## src/rtl/bk_prefix_pipe.sv

```systemverilog
// rtl/bk_prefix_pipe.sv - three-stage elastic Brent-Kung carry prefix network
module bk_prefix_pipe #(
  parameter int WIDTH = 4
) (
  input  logic             clk,
  input  logic             rst,
  input  logic             in_valid,
  output logic             in_ready,
  input  logic [WIDTH-1:0] A,
  input  logic [WIDTH-1:0] B,
  input  logic             C_in,
  output logic             out_valid,
  input  logic             out_ready,
  output logic [WIDTH:0]   P,
  output logic [WIDTH:0]   G_PREFIX
);

  // Position 0 is the carry slot, so the prefix network spans WIDTH+1 positions.
  localparam int N = WIDTH + 1;
  localparam int L = $clog2(N);

  if ((WIDTH < 2) || ((WIDTH & (WIDTH - 1)) != 0)) begin : g_width_check
    $error("bk_prefix_pipe: WIDTH must be a power of two >= 2");
  end

  logic         valid_1, valid_2, valid_3;
  logic         load_1, load_2, load_3;
  logic [N-1:0] p_1, g_1;
  logic [N-1:0] p_2, gu_2;
  logic [N-1:0] gu_nxt, gd_nxt;

  // Group propagate over the 'len' positions ending at 'hi' (range (hi-len, hi]).
  function automatic logic grp_p(input logic [N-1:0] p, input int hi, input int len);
    logic r;
    r = 1'b1;
    for (int t = 0; t < N; t++) begin
      if (t < len) begin
        r = r & p[hi-t];
      end
    end
    return r;
  endfunction

  // A stage may load when empty or when its successor drains this cycle.
  assign load_3    = !valid_3 || out_ready;
  assign load_2    = !valid_2 || load_3;
  assign load_1    = !valid_1 || load_2;
  assign in_ready  = load_1;
  assign out_valid = valid_3;

  // Up-sweep: combine pairs at doubling strides; nodes past the top position are pruned.
  always_comb begin
    gu_nxt = g_1;
    for (int l = 0; l < L; l++) begin
      for (int j = 0; j < N; j++) begin
        if ((j % (2 << l)) == ((2 << l) - 1)) begin
          gu_nxt[j] = gu_nxt[j] | (grp_p(p_1, j, 1 << l) & gu_nxt[j - (1 << l)]);
        end
      end
    end
  end

  // Down-sweep: fill the intermediate prefixes from already-complete ones.
  always_comb begin
    gd_nxt = gu_2;
    for (int l = L - 2; l >= 0; l--) begin
      for (int j = 0; j < N; j++) begin
        if (((j % (2 << l)) == ((1 << l) - 1)) && (j >= (2 << l))) begin
          gd_nxt[j] = gd_nxt[j] | (grp_p(p_2, j, 1 << l) & gd_nxt[j - (1 << l)]);
        end
      end
    end
  end

  // Valid bits advance through the pipe whenever the receiving stage loads.
  always_ff @(posedge clk or posedge rst) begin
    if (rst) begin
      valid_1 <= 1'b0;
      valid_2 <= 1'b0;
      valid_3 <= 1'b0;
    end else begin
      if (load_1) valid_1 <= in_valid;
      if (load_2) valid_2 <= valid_1;
      if (load_3) valid_3 <= valid_2;
    end
  end

  // Stage 1: per-position propagate and generate, carry-in in slot 0.
  always_ff @(posedge clk or posedge rst) begin
    if (rst) begin
      p_1 <= '0;
      g_1 <= '0;
    end else if (in_valid && load_1) begin
      p_1 <= {A ^ B, 1'b0};
      g_1 <= {A & B, C_in};
    end
  end

  // Stage 2: register the up-sweep partial generates alongside the raw propagates.
  always_ff @(posedge clk or posedge rst) begin
    if (rst) begin
      p_2  <= '0;
      gu_2 <= '0;
    end else if (valid_1 && load_2) begin
      p_2  <= p_1;
      gu_2 <= gu_nxt;
    end
  end

  // Stage 3: completed prefixes and propagates drive the outputs straight from flops.
  always_ff @(posedge clk or posedge rst) begin
    if (rst) begin
      P        <= '0;
      G_PREFIX <= '0;
    end else if (valid_2 && load_3) begin
      P        <= p_2;
      G_PREFIX <= gd_nxt;
    end
  end

endmodule
```

## config.mk

```make
export PLATFORM = sky130hd
export DESIGN_NAME = bk_prefix_pipe
export DESIGN_NICKNAME = d
export VERILOG_FILES = /design/src/rtl/bk_prefix_pipe.sv
export SDC_FILE = /design/constraint.sdc
export NUM_CORES = 1
export LEC_CHECK = 0
export BUFFER_PORTS_ARGS = -buffer_cell sky130_fd_sc_hd__buf_4
export CAP_MARGIN = 20
export CORE_UTILIZATION = 50
export CTS_CLUSTER_SIZE = 24
export DETAILED_ROUTE_END_ITERATION = 8
export PLACE_DENSITY = 0.74
export SETUP_SLACK_MARGIN = 0.5
export SLEW_MARGIN = 20
export SYNTH_ARGS = -nofsm -noshare
export SYNTH_HDL_FRONTEND = slang
export SYNTH_SLANG_ARGS = --single-unit
export TNS_END_PERCENT = 30
```

## constraint.sdc

```tcl
create_clock -name clk -period 1.5 [get_ports clk]
set_clock_uncertainty 0.15 [all_clocks]
set_input_delay 0.3 -clock clk [delete_from_list [all_inputs] [get_ports clk]]
set_output_delay 0.3 -clock clk [all_outputs]
set_load 0.02 [all_outputs]
```

# Yosys cells after proc, flatten, opt, wreduce, memory -nomap -nowiden
# Index checks and enable logic that the tools add are counted.
dict set report totals {
  ff_bits 30
}
dict set report op_classes {
  n_bitwise 13
  n_reduce_logical 9
}
# cell n
set ops {}
lappend ops {{AND 1 bit} 6}
lappend ops {{bitwise OR 1 bit} 5}
lappend ops {{AND 4 bit} 1}
lappend ops {{XOR 4 bit} 1}
lappend ops {{logical AND 1 bit} 3}
lappend ops {{logical NOT 1 bit} 3}
lappend ops {{logical OR 1 bit} 3}

# Longest topological paths before layout
dict set report logic_depth {
  word_depth 5
  ltp_mapped 4
  depth_no_buf 3
}

# Worst setup path after synthesis
# No wires, ideal clock.
dict set report synth_path {
  kind {register -> register}
  start {register valid_3 (netlist: out_valid)}
  end {register g_1[0]}
  setup_ns 0.125
  arrival_time_ns 1.279
  t_required_ns 1.225
  slack_ns -0.053
  path_stages_with_launch 4
  n_path_buf 0
  period_less_slack_ns 1.553
  cell_sequence {dfrtp_1 nand4b_4 nand2_4 mux2_2}
}
dict set report synth_between {
  elab_chain_cells 5
}
# element line_no
set synth_rtl {}
lappend synth_rtl {{from (decl)} 26} ;# logic valid_1, valid_2, valid_3;
lappend synth_rtl {{from (signal assigned)} 84} ;# if (load_3) valid_3 <= valid_2;
lappend synth_rtl {{logical NOT 1 bit} 45} ;# assign load_3 = !valid_3 || out_ready;
lappend synth_rtl {{logical OR 1 bit} 45}
lappend synth_rtl {{logical OR 1 bit} 46} ;# assign load_2 = !valid_2 || load_3;
lappend synth_rtl {{logical OR 1 bit} 47} ;# assign load_1 = !valid_1 || load_2;
lappend synth_rtl {{net in_ready} 8} ;# output logic in_ready,
lappend synth_rtl {{logical AND 1 bit} 93} ;# end else if (in_valid && load_1) begin
lappend synth_rtl {{to (signal assigned)} 95} ;# g_1 <= {A & B, C_in};
lappend synth_rtl {{to (decl)} 28} ;# logic [N-1:0] p_1, g_1;
# The timed path passes the listed nets, and every way through them passes these cells.
# A chain may end at the register's enable or synchronous reset.

# Worst setup path after layout
dict set report layout_path {
  start {register valid_3 (netlist: out_valid)}
  end {output in_ready}
}
dict set report layout_between {
  elab_chain_cells 4
}
# element line_no
set layout_rtl {}
lappend layout_rtl {{logical NOT 1 bit} 45}
lappend layout_rtl {{logical OR 1 bit} 45}
lappend layout_rtl {{logical OR 1 bit} 46}
lappend layout_rtl {{logical OR 1 bit} 47}
lappend layout_rtl {{to (decl)} 8}
# No other way between the ends.

==> impl_metrics.csv <==
group,metric,value,unit
sta,timing.hold.ws,-0.107,ns
critical_path,cp_data_arrival_time,0.98,ns
route,routedWlPerCell,14.7,um
cts,path_clk_slew,0.09,ns
floorplanning,start_util,0.546,
final_layout,utilization,0.706,
floorplanning,die_area,2710,um^2
cts,htree_levels,2,
placed_design,place_inst,134,
sta,rsz0062_at_grt,"yes",
final_layout,drive_gt1_frac,0.575,
sta,max_freq,697,MHz
critical_path,cp-end-kind,"output pin",
route,dr.first_iter.drc_count,4,
synth,synth_area_per_cell,15.3,um^2
synth,ys_seq_area_frac,0.598,
global_routing,antenna_found_initial,0,
synth,synthTopCellsByArea,"dfrtp_1 (60%), mux2_2 (22%), ha_1 (4.0%), a21oi_1 (2.4%), nand4b_4 (1.9%)",
floorplanning,row_count,17,
sta,tns,0,ns
floorplanning,die_w,52.1,um
route,drtPass1Iterations,4,
final_layout,fin_nets,136,
power_and_ir_drop,peakVddDrop,0.000942,V
critical_path,path_delay_family,"flip-flops",
route,route.antenna.remaining_nets,0,
synth,netlist_instances,82,
sta,period_share,0.956,
power_and_ir_drop,leakagePower,0.766,nW
sta,maxSlewViolCount,0,
synth,synth_seq_cells,30,
synth,syn_nets,99,
outcome,outcome,"finished with violations",
synth,ys_warn_count,0,
final_layout,final-seq-area,753,um^2
route,num_vias,797,
power_and_ir_drop,p_per_area,1460,nW/um^2
cts,tritoncts,"done",
floorplanning,core,2300,um^2
synth,synthTopCellsByCount,"dfrtp_1 (30), mux2_2 (24), a21oi_1 (6)",
critical_path,worstReg2RegStart,"out_valid",
critical_path,crit_buf_inv,1,
synth,ys_types,18,
min_path,hp-class,"in2async",
global_routing,grt_overflow,0,
synth,synthArstFlopShare,1.00,
critical_path,crit_fanout,3,
route,drc,0,
floorplanning,die_h,52.1,um
final_layout,multiInputGateArea,534,um^2
sta,hold_viol_final,30,
route,wirelength,2170,um
sta,setup_violations,0,
critical_path,worst_setup_path_start_kind,"flop",
critical_path,crit_path_max_incr_delay,0.45,ns
critical_path,required,1.05,ns
final_layout,final_cell_count_no_fill,148,
placed_design,io_buffers,23,
cts,numCtsBuffers,5,
critical_path,critPathKind,"reg2out",
synth,synth.most_common_cell,"dfrtp_1",
cts,cts_root_buf,"clkbuf_4",
cts,clockBufferDepth,2,
global_routing,grt_max_degree,31,
critical_path,slowest_stage,"dfrtp_2",
sta,fin_crit,1.43,ns
final_layout,synthToLayoutAreaGrowth,29.3,%
synth,syn-cell-area,1250,um^2
route,avgViaCountPerCell,5.39,
global_routing,grt_pass1_wl,3690,um
synth,yosys_most_used_dff,"dfrtp_1",
global_routing,grt_util_all_layers,0.200,
final_layout,fillers,165,
final_layout,insertedDiodeCount,0,
critical_path,worstPathCellList,"nand4b_4 -> buf_6",
synth,yosysTopAreaCellShare,0.598,
placed_design,dp_hpwl,1470,um
placed_design,globalplace.congestion,0.695,
critical_path,setup.worst_path.start,"out_valid",
global_routing,grt_pass1_vias,857,
synth,synth_edf_count,0,
cts,insertion_delay,0.32,ns
synth,synth_top_cell_by_area,"dfrtp_1",
job,cap_viol_max_count,0,
outcome,violations,"negative hold slack",
cts,cts_sinks,30,
floorplanning,pin_count,25,
state kept, by name (all words and copies together), names as in the netlist:
name	flops
valid_1	1
P	4
valid_2	1
g_1	5
gu_2	5
G_PREFIX	5
p_1	4
out_valid	1
p_2	4
worst min-delay path: stages:
cell and delay (ns):
buf_4 0.11, inv_1 0.04, buf_4 0.33
metal layers:
layer  share of wire  up-vias  wire length, um  track usage
li1                -      368                -            -
met3           0.040        5               86       0.0614
met4           0.019        0               41        0.135
met1            0.45      404              971        0.221
met5               0        -                0            0
met2            0.49       20             1070        0.327
logic make-up after synthesis:
| kind of cell | count (synthesis) | synth area share |
|---|---|---|
| AND/OR/NAND/NOR | 10 | 0.0817 |
| other | 1 | 0.00299 |
| flip-flops | 30 | 0.598 |
| multiplexers | 24 | 0.215 |
| AO/OA/AOI/OAI | 10 | 0.0469 |
| adder cells (fa/ha/maj) | 4 | 0.0399 |
| buffers and inverters | 3 | 0.0149 |
power breakdown:
part / switching [mW] / internal (mW) / total [mW]
combinational: 0.346 / 0.411 / 0.757
clock: 0.246 / 0.186 / 0.433
sequential: 0.150 / 1.03 / 1.18
total: 0.742 / 1.63 / 2.37
worst paths after layout:
kind	endpoint	slack (ns)	cells after the start
min	p_2[2]	-0.11	3
min reg2reg	gu_2[4]	0.36	1
min in group clk	g_1[0]	0.07	2
max	in_ready	0.07	2
max in group asynchronous	out_valid	1.02	3
max reg2reg	gu_2[2]	0.08	4
cell type report:
cell class              instances  share of cell area
multi-input cells              49               0.329
inverters                       1             0.00231
well taps                      28              0.0216
flip-flops and latches         30               0.464
repair buffers                 32               0.153
clock buffers                   8              0.0301
placed cells by master, fill, tap and decap left out, types with 2 or more instances in the layout:
master | synthesis | final
clkbuf_1 | 0 | 3
buf_6 | 0 | 2
or2b_1 | 2 | 2
mux2_4 | 0 | 2
a31oi_1 | 2 | 2
mux2_2 | 24 | 22
clkbuf_4 | 0 | 5
buf_4 | 2 | 30
dfrtp_1 | 30 | 28
dfrtp_2 | 0 | 2
ha_1 | 4 | 4
nand2_8 | 0 | 3
a21oi_1 | 6 | 6
timing repair:
action | in CTS | in global routing
hold endpoints to repair | 30 | 30
pin swaps | 1 | 2
setup endpoints to repair | 40 | 41
setup buffers | 5 | 1
resized for setup | 7 | 1
per-stage QoR:
stage               power [mW]  worst slack (ns)  cell area (um^2)
global placement          1.87             0.118              1490
CTS                       2.38            0.0456              1610
global route              2.52            0.0250              1620
detailed placement        1.90            0.0862              1490
finish                    2.37            0.0662              1620
floorplan                 1.61            0.0822              1270
(Power assumes the default switching activity.)
